`src/rtl/led_fade_pwm.sv`:
```
// -----------------------------------------------------------------------------
// led_fade_pwm
//   Turns the 1-bit light request from ToggleLight into a PWM-driven LED whose
//   brightness fades linearly. Brightness moves one level every STEP_CYCLES
//   clocks while ramping. A free-running PWM counter with a period of MAX_LEVEL
//   clocks turns the level into a duty cycle.
//
// Parameters
//   PWM_WIDTH    brightness / PWM counter width, MAX_LEVEL = 2**PWM_WIDTH-1 (>= 3)
//   STEP_CYCLES  clocks per one-level brightness step (>= 1)
//
// Ports
//   clock          in   1          system clock
//   aresetn        in   1          asynchronous active-low reset
//   toglite_state  in   1          requested light state, 1 = on (same clock domain)
//   pwm_out        out  1          registered PWM drive to the LED pin
//   level          out  PWM_WIDTH  current brightness, 0..MAX_LEVEL
//   busy           out  1          high while ramping up or down
//   debug          out  7          thermometer bar of the top 3 level bits
//
// Build option
//   DEBUG_BAR_EN  when defined, debug shows the bar graph; otherwise debug is 0
//                 and no bar-graph logic is built.
// -----------------------------------------------------------------------------
module led_fade_pwm #(
  parameter int PWM_WIDTH   = 8,
  parameter int STEP_CYCLES = 4096
) (
  input  logic                 clock,
  input  logic                 aresetn,
  input  logic                 toglite_state,
  output logic                 pwm_out,
  output logic [PWM_WIDTH-1:0] level,
  output logic                 busy,
  output logic [6:0]           debug
);

  localparam logic [PWM_WIDTH-1:0] MAX_LEVEL = {PWM_WIDTH{1'b1}};
  // A single-cycle step still needs a 1-bit counter that simply stays at 0.
  localparam int                   STEP_W    = (STEP_CYCLES > 1) ? $clog2(STEP_CYCLES) : 1;
  localparam logic [STEP_W-1:0]    STEP_LAST = STEP_W'(STEP_CYCLES - 1);

  typedef enum logic [1:0] {
    IDLE_OFF  = 2'd0,
    RAMP_UP   = 2'd1,
    IDLE_ON   = 2'd2,
    RAMP_DOWN = 2'd3
  } state_t;

  state_t               state, state_nxt;
  logic [STEP_W-1:0]    step_cnt, step_cnt_nxt;
  logic [PWM_WIDTH-1:0] level_nxt;
  logic [PWM_WIDTH-1:0] pwm_cnt;

  // Saturating level arithmetic: the level never wraps in either direction.
  function automatic logic [PWM_WIDTH-1:0] level_inc(input logic [PWM_WIDTH-1:0] l);
    return (l == MAX_LEVEL) ? l : l + 1'b1;
  endfunction

  function automatic logic [PWM_WIDTH-1:0] level_dec(input logic [PWM_WIDTH-1:0] l);
    return (l == '0) ? l : l - 1'b1;
  endfunction

  // Fade state machine: state, step counter and level are decided together.
  always_comb begin
    state_nxt    = state;
    step_cnt_nxt = step_cnt;
    level_nxt    = level;
    case (state)
      IDLE_OFF: begin
        if (toglite_state) begin
          state_nxt    = RAMP_UP;
          step_cnt_nxt = '0;
        end
      end
      IDLE_ON: begin
        if (!toglite_state) begin
          state_nxt    = RAMP_DOWN;
          step_cnt_nxt = '0;
        end
      end
      RAMP_UP: begin
        // A reversal wins over a pending step, so the level holds this cycle.
        if (!toglite_state) begin
          state_nxt    = RAMP_DOWN;
          step_cnt_nxt = '0;
        end else if (level == MAX_LEVEL) begin
          state_nxt = IDLE_ON;
        end else if (step_cnt == STEP_LAST) begin
          step_cnt_nxt = '0;
          level_nxt    = level_inc(level);
          if (level == MAX_LEVEL - 1'b1) state_nxt = IDLE_ON;
        end else begin
          step_cnt_nxt = step_cnt + 1'b1;
        end
      end
      RAMP_DOWN: begin
        if (toglite_state) begin
          state_nxt    = RAMP_UP;
          step_cnt_nxt = '0;
        end else if (level == '0) begin
          state_nxt = IDLE_OFF;
        end else if (step_cnt == STEP_LAST) begin
          step_cnt_nxt = '0;
          level_nxt    = level_dec(level);
          if (level == {{(PWM_WIDTH-1){1'b0}}, 1'b1}) state_nxt = IDLE_OFF;
        end else begin
          step_cnt_nxt = step_cnt + 1'b1;
        end
      end
      default: begin
        state_nxt    = IDLE_OFF;
        step_cnt_nxt = '0;
      end
    endcase
  end

  always_ff @(posedge clock or negedge aresetn) begin
    if (!aresetn) begin
      state    <= IDLE_OFF;
      step_cnt <= '0;
      level    <= '0;
    end else begin
      state    <= state_nxt;
      step_cnt <= step_cnt_nxt;
      level    <= level_nxt;
    end
  end

  // PWM: counter period is MAX_LEVEL, so level MAX_LEVEL is always on and
  // level L gives exactly L high cycles per period.
  always_ff @(posedge clock or negedge aresetn) begin
    if (!aresetn) begin
      pwm_cnt <= '0;
      pwm_out <= 1'b0;
    end else begin
      pwm_cnt <= (pwm_cnt == MAX_LEVEL - 1'b1) ? '0 : pwm_cnt + 1'b1;
      pwm_out <= (pwm_cnt < level);
    end
  end

  assign busy = (state == RAMP_UP) || (state == RAMP_DOWN);

`ifdef DEBUG_BAR_EN
  logic [2:0] level_top;
  assign level_top = level[PWM_WIDTH-1 -: 3];

  for (genvar i = 0; i < 7; i++) begin : g_bar
    assign debug[i] = (level_top > 3'(i));
  end
`else
  assign debug = 7'b0;
`endif

endmodule
```
`config.mk`:
```
export PLATFORM = sky130hd
export DESIGN_NAME = led_fade_pwm
export DESIGN_NICKNAME = d
export VERILOG_FILES = /design/src/rtl/led_fade_pwm.sv
export SDC_FILE = /design/constraint.sdc
export NUM_CORES = 1
export LEC_CHECK = 0
export ABC_AREA = 1
export BUFFER_PORTS_ARGS = -buffer_cell sky130_fd_sc_hd__buf_2
export CAP_MARGIN = 20
export CORE_ASPECT_RATIO = 0.9
export CORE_UTILIZATION = 24
export DETAILED_ROUTE_END_ITERATION = 8
export PLACE_DENSITY = 0.42
export SYNTH_ARGS = -nofsm -noshare
export SYNTH_HDL_FRONTEND = slang
export SYNTH_SLANG_ARGS = --single-unit
```
`constraint.sdc`:
```
create_clock -name clock -period 2.6 [get_ports clock]
set_clock_uncertainty 0.1 [all_clocks]
set_input_delay 0.52 -clock clock [delete_from_list [all_inputs] [get_ports clock]]
set_output_delay 0.52 -clock clock [all_outputs]
set_load 0.01 [all_outputs]
```
# Word-level counts from Yosys, hierarchy flattened
# Cells that the tools add are included.
dict set report classes {
  reduce_logical 7
  n_addsub 4
  magnitude_cmp 1
  eq_ne 22
  mux 27
}
# cell count
set op_table {}
lappend op_table {{12-bit two-way mux} 7}
lappend op_table {{8-bit two-way mux} 7}
lappend op_table {{12-bit case mux with 4 select lines} 1}
lappend op_table {{8-bit equality test, second input constant} 3}
lappend op_table {{2-bit two-way mux} 10}
lappend op_table {{8-bit by 1-bit adder with 8-bit output, second input constant} 2}
lappend op_table {{2-bit inequality test, second input constant} 8}
lappend op_table {{4-bit inequality test, second input constant} 4}
lappend op_table {{8-bit case mux with 2 select lines} 1}
lappend op_table {{12-bit by 1-bit adder with 12-bit output, second input constant} 1}
lappend op_table {{12-bit equality test, second input constant} 1}
lappend op_table {{8-bit by 1-bit equality test with 1-bit output, second input constant} 1}
lappend op_table {{8-bit zero test} 1}
lappend op_table {{8-bit < comparator} 1}
lappend op_table {{2-bit case mux with 4 select lines} 1}
lappend op_table {{8-bit by 1-bit subtractor with 8-bit output, second input constant} 1}
lappend op_table {{7-bit AND reduction} 1}
lappend op_table {{3-bit inequality test, second input constant} 2}
lappend op_table {{6-bit AND reduction} 1}
lappend op_table {{2-bit equality test, second input constant} 2}
lappend op_table {{4-bit AND reduction} 1}
lappend op_table {{2-bit by 1-bit equality test with 1-bit output, second input constant} 1}
lappend op_table {{2-bit zero test} 1}
lappend op_table {{2-bit nonzero test} 1}
lappend op_table {{1-bit logical OR} 1}
dict set report word_totals {
  ff_bits 31
  input_bits 3
  elab_cells 66
  output_inout_bits 17
}

# Logic depth before layout (Yosys ltp)
dict set report depth {
  ltp_word 6
  depth_mapped 11
  ltp_nobuf 11
}

# Worst setup path after synthesis
# No wires, ideal clock.
dict set report synth_timing {
  path_kind {register to register}
  startpoint {reg level[0]}
  endpoint {reg step_cnt[2]}
  period_less_slack_ns 1.672
  path_stages_with_launch 11
  n_path_buf 0
  arrival_time_ns 1.499
  t_required_ns 2.427
  slack_ns 0.928
  setup_ns 0.073
  cell_sequence {dfrtp_1 > inv_1 > ha_1 > inv_1 > nor2_2 > nand3_2 > nand3_4 > inv_6 > nand2_4 > o21ai_2 > a21oi_2}
}
dict set report synth_between {
  elab_chain_len 3
  word_cells_on_any_way 5
  cone_classes {eq/ne: 3; reduce/logical: 2}
}
# element line
set synth_lines {}
lappend synth_lines {{start: declaration} 33} ;# output logic [PWM_WIDTH-1:0] level,
lappend synth_lines {{start signal: assignment} 126} ;# level <= level_nxt;
lappend synth_lines {{8-bit equality test / 8-bit zero test (equally long branches)} {87, 101}}
lappend synth_lines {{3-bit inequality test (no line)} -}
lappend synth_lines {{4-bit AND reduction (no line) (*)} -}
lappend synth_lines {{end signal: assignment} 125} ;# step_cnt <= step_cnt_nxt;
lappend synth_lines {{end: declaration} 51} ;# logic [STEP_W-1:0] step_cnt, step_cnt_nxt;
# Mark *: on every way between the ends. The rest lies on a longest branch, timed or not.
# A chain may end at the register's enable or synchronous reset.

# Worst setup path in the final report
dict set report layout_timing {
  startpoint {reg state[0]}
  endpoint {out busy}
}
dict set report layout_between {
  elab_chain_len 2
  word_cells_on_any_way 3
  cone_classes {eq/ne: 2; reduce/logical: 1}
}
# element line
set layout_lines {}
lappend layout_lines {{start: declaration} 50} ;# state_t state, state_nxt;
lappend layout_lines {{start signal: assignment} 124} ;# state <= state_nxt;
lappend layout_lines {{2-bit by 1-bit equality test with 1-bit output / 2-bit equality test (equally long branches)} 142} ;# assign busy = (state == RAMP_UP) || (state == RAMP_DOWN);
lappend layout_lines {{1-bit logical OR (*)} 142}
lappend layout_lines {{end: declaration} 34} ;# output logic busy,
# Marked as above.

==> flow_summary.toml <==
[critical_path]
r2r_setup_slack_ns = 0.70
end_kind = "output port"
cp_max_fo = 7
worstPathRequired_ns = 1.98
worstSetupPathType = "flop to output port"
arrival_ns = 1.46
startpoint_type = "flop"

[clock_network]
cts_setup_buffers = 0
clock-sinks = 31
cts_tree = "built"
h-tree-depth = 2
cts.repair.resized = 0
path_clk_slew_ns = 0.07
numCtsBuffers = 5
clkLatencyLatePin_ns = 0.29
cts_max_path_buffers = 2
hold_buffers = 0
clockRootBuffer = "clkbuf_8"

[synth]
synth_ff_type = "dfrtp_1"
synthArstFlopShare = 1.00
ys_seq_area_frac = 0.335
synth_area_per_cell_sq_um = 7.66
yosys_warnings = 0
synth_top_area_cell = "dfrtp_1"
netlist.area_leader.share = 0.335
syn-cell-area_sq_um = 2310
yosysMostFrequentCell = "nand2_1"
syn_inst = 302
netlist_top_cells_area = "dfrtp_1, ha_1, nand2_1"
synth_edf_count = 0
synth.top_cells.by_count = "nand2_1, dfrtp_1, inv_1, nor2_1, nand3_1"
ys_types = 34
ys_ff_latch = 31

[route]
first_pass_iters = 4
drc = 0
ant_nets = 0
routed_via_density = 4.31
vias = 1904
routedWlPerCell_um = 11.7
drtIter0Drc = 119
wl_um = 5180

[placement]
dpl-instance-area_sq_um = 2490
portBuffers = 12
gp_congestion = 0.811
hpwl_um = 4010

[cells_and_area]
drive_gt1_frac = 0.172
syn2layout_area_growth_pct = 11.2
utilization = 0.278
final_nets = 341
fin_area_sq_um = 2570
antennaDiodeCount = 0

[die]
die_area_sq_um = 10000
core_area_sq_um = 9250
dieHeight_um = 95.2
ioPinCount = 20
start_util = 0.250
die_width_um = 106
rows = 33

[grt]
track_usage = 0.114
grt_max_degree = 32
antenna_found_initial = 0
grt_pass1_wl_um = 8950
grt_overflow = 0
grt_pass1_vias = 1856

[timing]
setup_viol = 0
grt_setup_unrepaired = "no"
fin_crit_ns = 2.08
hold_violations = 0
relSlewSlack = 0.498
max_freq_ghz = 0.480
maxSlewViolCount = 0
fin_crit_sh = 0.801
worst_pin_slew_ns = 0.753
finalSetupTns_ns = 0

[outcome]
status = "finished clean"

[flow_run]
cap_violations = 0

[power]
p_leak_nw = 1.19
ir_drop_mv = 0.178
pwr_density_cell_nw_per_um2 = 582

[hold_path]
hp-class = "primary input to async pin"
-- cells by family after synthesis --
family / Yosys count / synth area share
other: 1 / 0.00162
AOI/OAI and AO/OA: 41 / 0.111
adders and majority gates: 19 / 0.103
buffers and inverters: 47 / 0.0930
xor gates and xnor gates: 15 / 0.0568
and+or+nand+nor: 148 / 0.300
DFF: 31 / 0.335
-- state kept, by name (all words and copies together) (netlist names) --
register  count
step_cnt     12
state         2
pwm_out       1
pwm_cnt       8
level         8
-- report_power, final --
| part | switching [mW] | leakage (nW) | internal, mW |
|---|---|---|---|
| Clock | 0.193 | 0.0477 | 0.183 |
| Sequential | 0.0347 | 0.382 | 0.516 |
| Combinational | 0.377 | 0.759 | 0.194 |
-- through the flow --
stage | power (mW) | hold WS [ns] | setup slack, ns | std cells
2_1_floorplan | 0.998 | 0.124 | 0.928 | 308
4_1_cts | 1.53 | 0.225 | 0.502 | 442
5_1_grt | 1.62 | 0.257 | 0.467 | 442
3_5_place_dp | 1.14 | 0.397 | 0.700 | 434
3_3_place_gp | 1.14 | 0.406 | 0.675 | 434
6_report | 1.50 | 0.192 | 0.517 | 442
-- final timing paths --
kind                                         startpoint                       to  depth (start not counted)
worst max-delay path               state[0]$_DFFE_PN0P_                     busy                          4
worst min-delay path                            aresetn     level[5]$_DFFE_PN0P_                          1
worst max register to register     state[0]$_DFFE_PN0P_  step_cnt[3]$_DFFE_PN0P_                          9
worst min register to register  step_cnt[0]$_DFFE_PN0P_  step_cnt[0]$_DFFE_PN0P_                          1
max in group asynchronous                       aresetn  step_cnt[8]$_DFFE_PN0P_                          1
min in group clock              step_cnt[0]$_DFFE_PN0P_  step_cnt[0]$_DFFE_PN0P_                          1
-- routing by layer --
metal,share of wire,wire length (um),global-route usage
met1,0.49,2560,0.146
met2,0.44,2280,0.185
met3,0.044,229,0.0226
met4,0.020,102,0.0544
met5,0,0,0
-- layout by cell type, fill, tap and decap left out --
| cell | n |
|---|---|
| inv_2 | 6 |
| o21bai_1 | 1 |
| a21oi_2 | 4 |
| inv_1 | 31 |
| conb_1 | 7 |
| a21boi_0 | 1 |
| xnor2_1 | 3 |
| nor2_4 | 2 |
| buf_2 | 12 |
| o21ai_1 | 3 |
| and3_1 | 1 |
| nand4_1 | 4 |
| nand3_1 | 28 |
| dfrtp_1 | 31 |
| o21ai_2 | 2 |
| o21ai_0 | 9 |
| a21oi_1 | 16 |
| clkbuf_8 | 5 |
| buf_4 | 1 |
| nor2_2 | 7 |
| nand3_2 | 2 |
| nand2_2 | 4 |
| nand2_1 | 61 |
| clkinv_2 | 3 |
| nor3_1 | 5 |
| xor2_1 | 12 |
| nor2_1 | 31 |
| inv_6 | 1 |
| a21boi_2 | 2 |
| ha_1 | 19 |
| nand2_4 | 1 |
| nand3_4 | 1 |
| nand4_2 | 1 |
| o21bai_2 | 1 |
| o211ai_1 | 2 |
-- critical path, cell delays in order (launching register included) --
cell	delay [ns]
dfrtp_1	0.42
ha_1	0.23
inv_1	0.19
nand2_1	0.17
buf_2	0.17
-- layout make-up --
type / count / area, sq um
clock buffer: 5 / 68.8
fill: 1004 / 6680
clock inverter: 3 / 15.0
sequential: 31 / 776
timing repair buffer: 13 / 67.6
inverter: 38 / 148
tap: 122 / 153
multi-input combinational: 230 / 1350
Power figures use the tool's default switching activity.
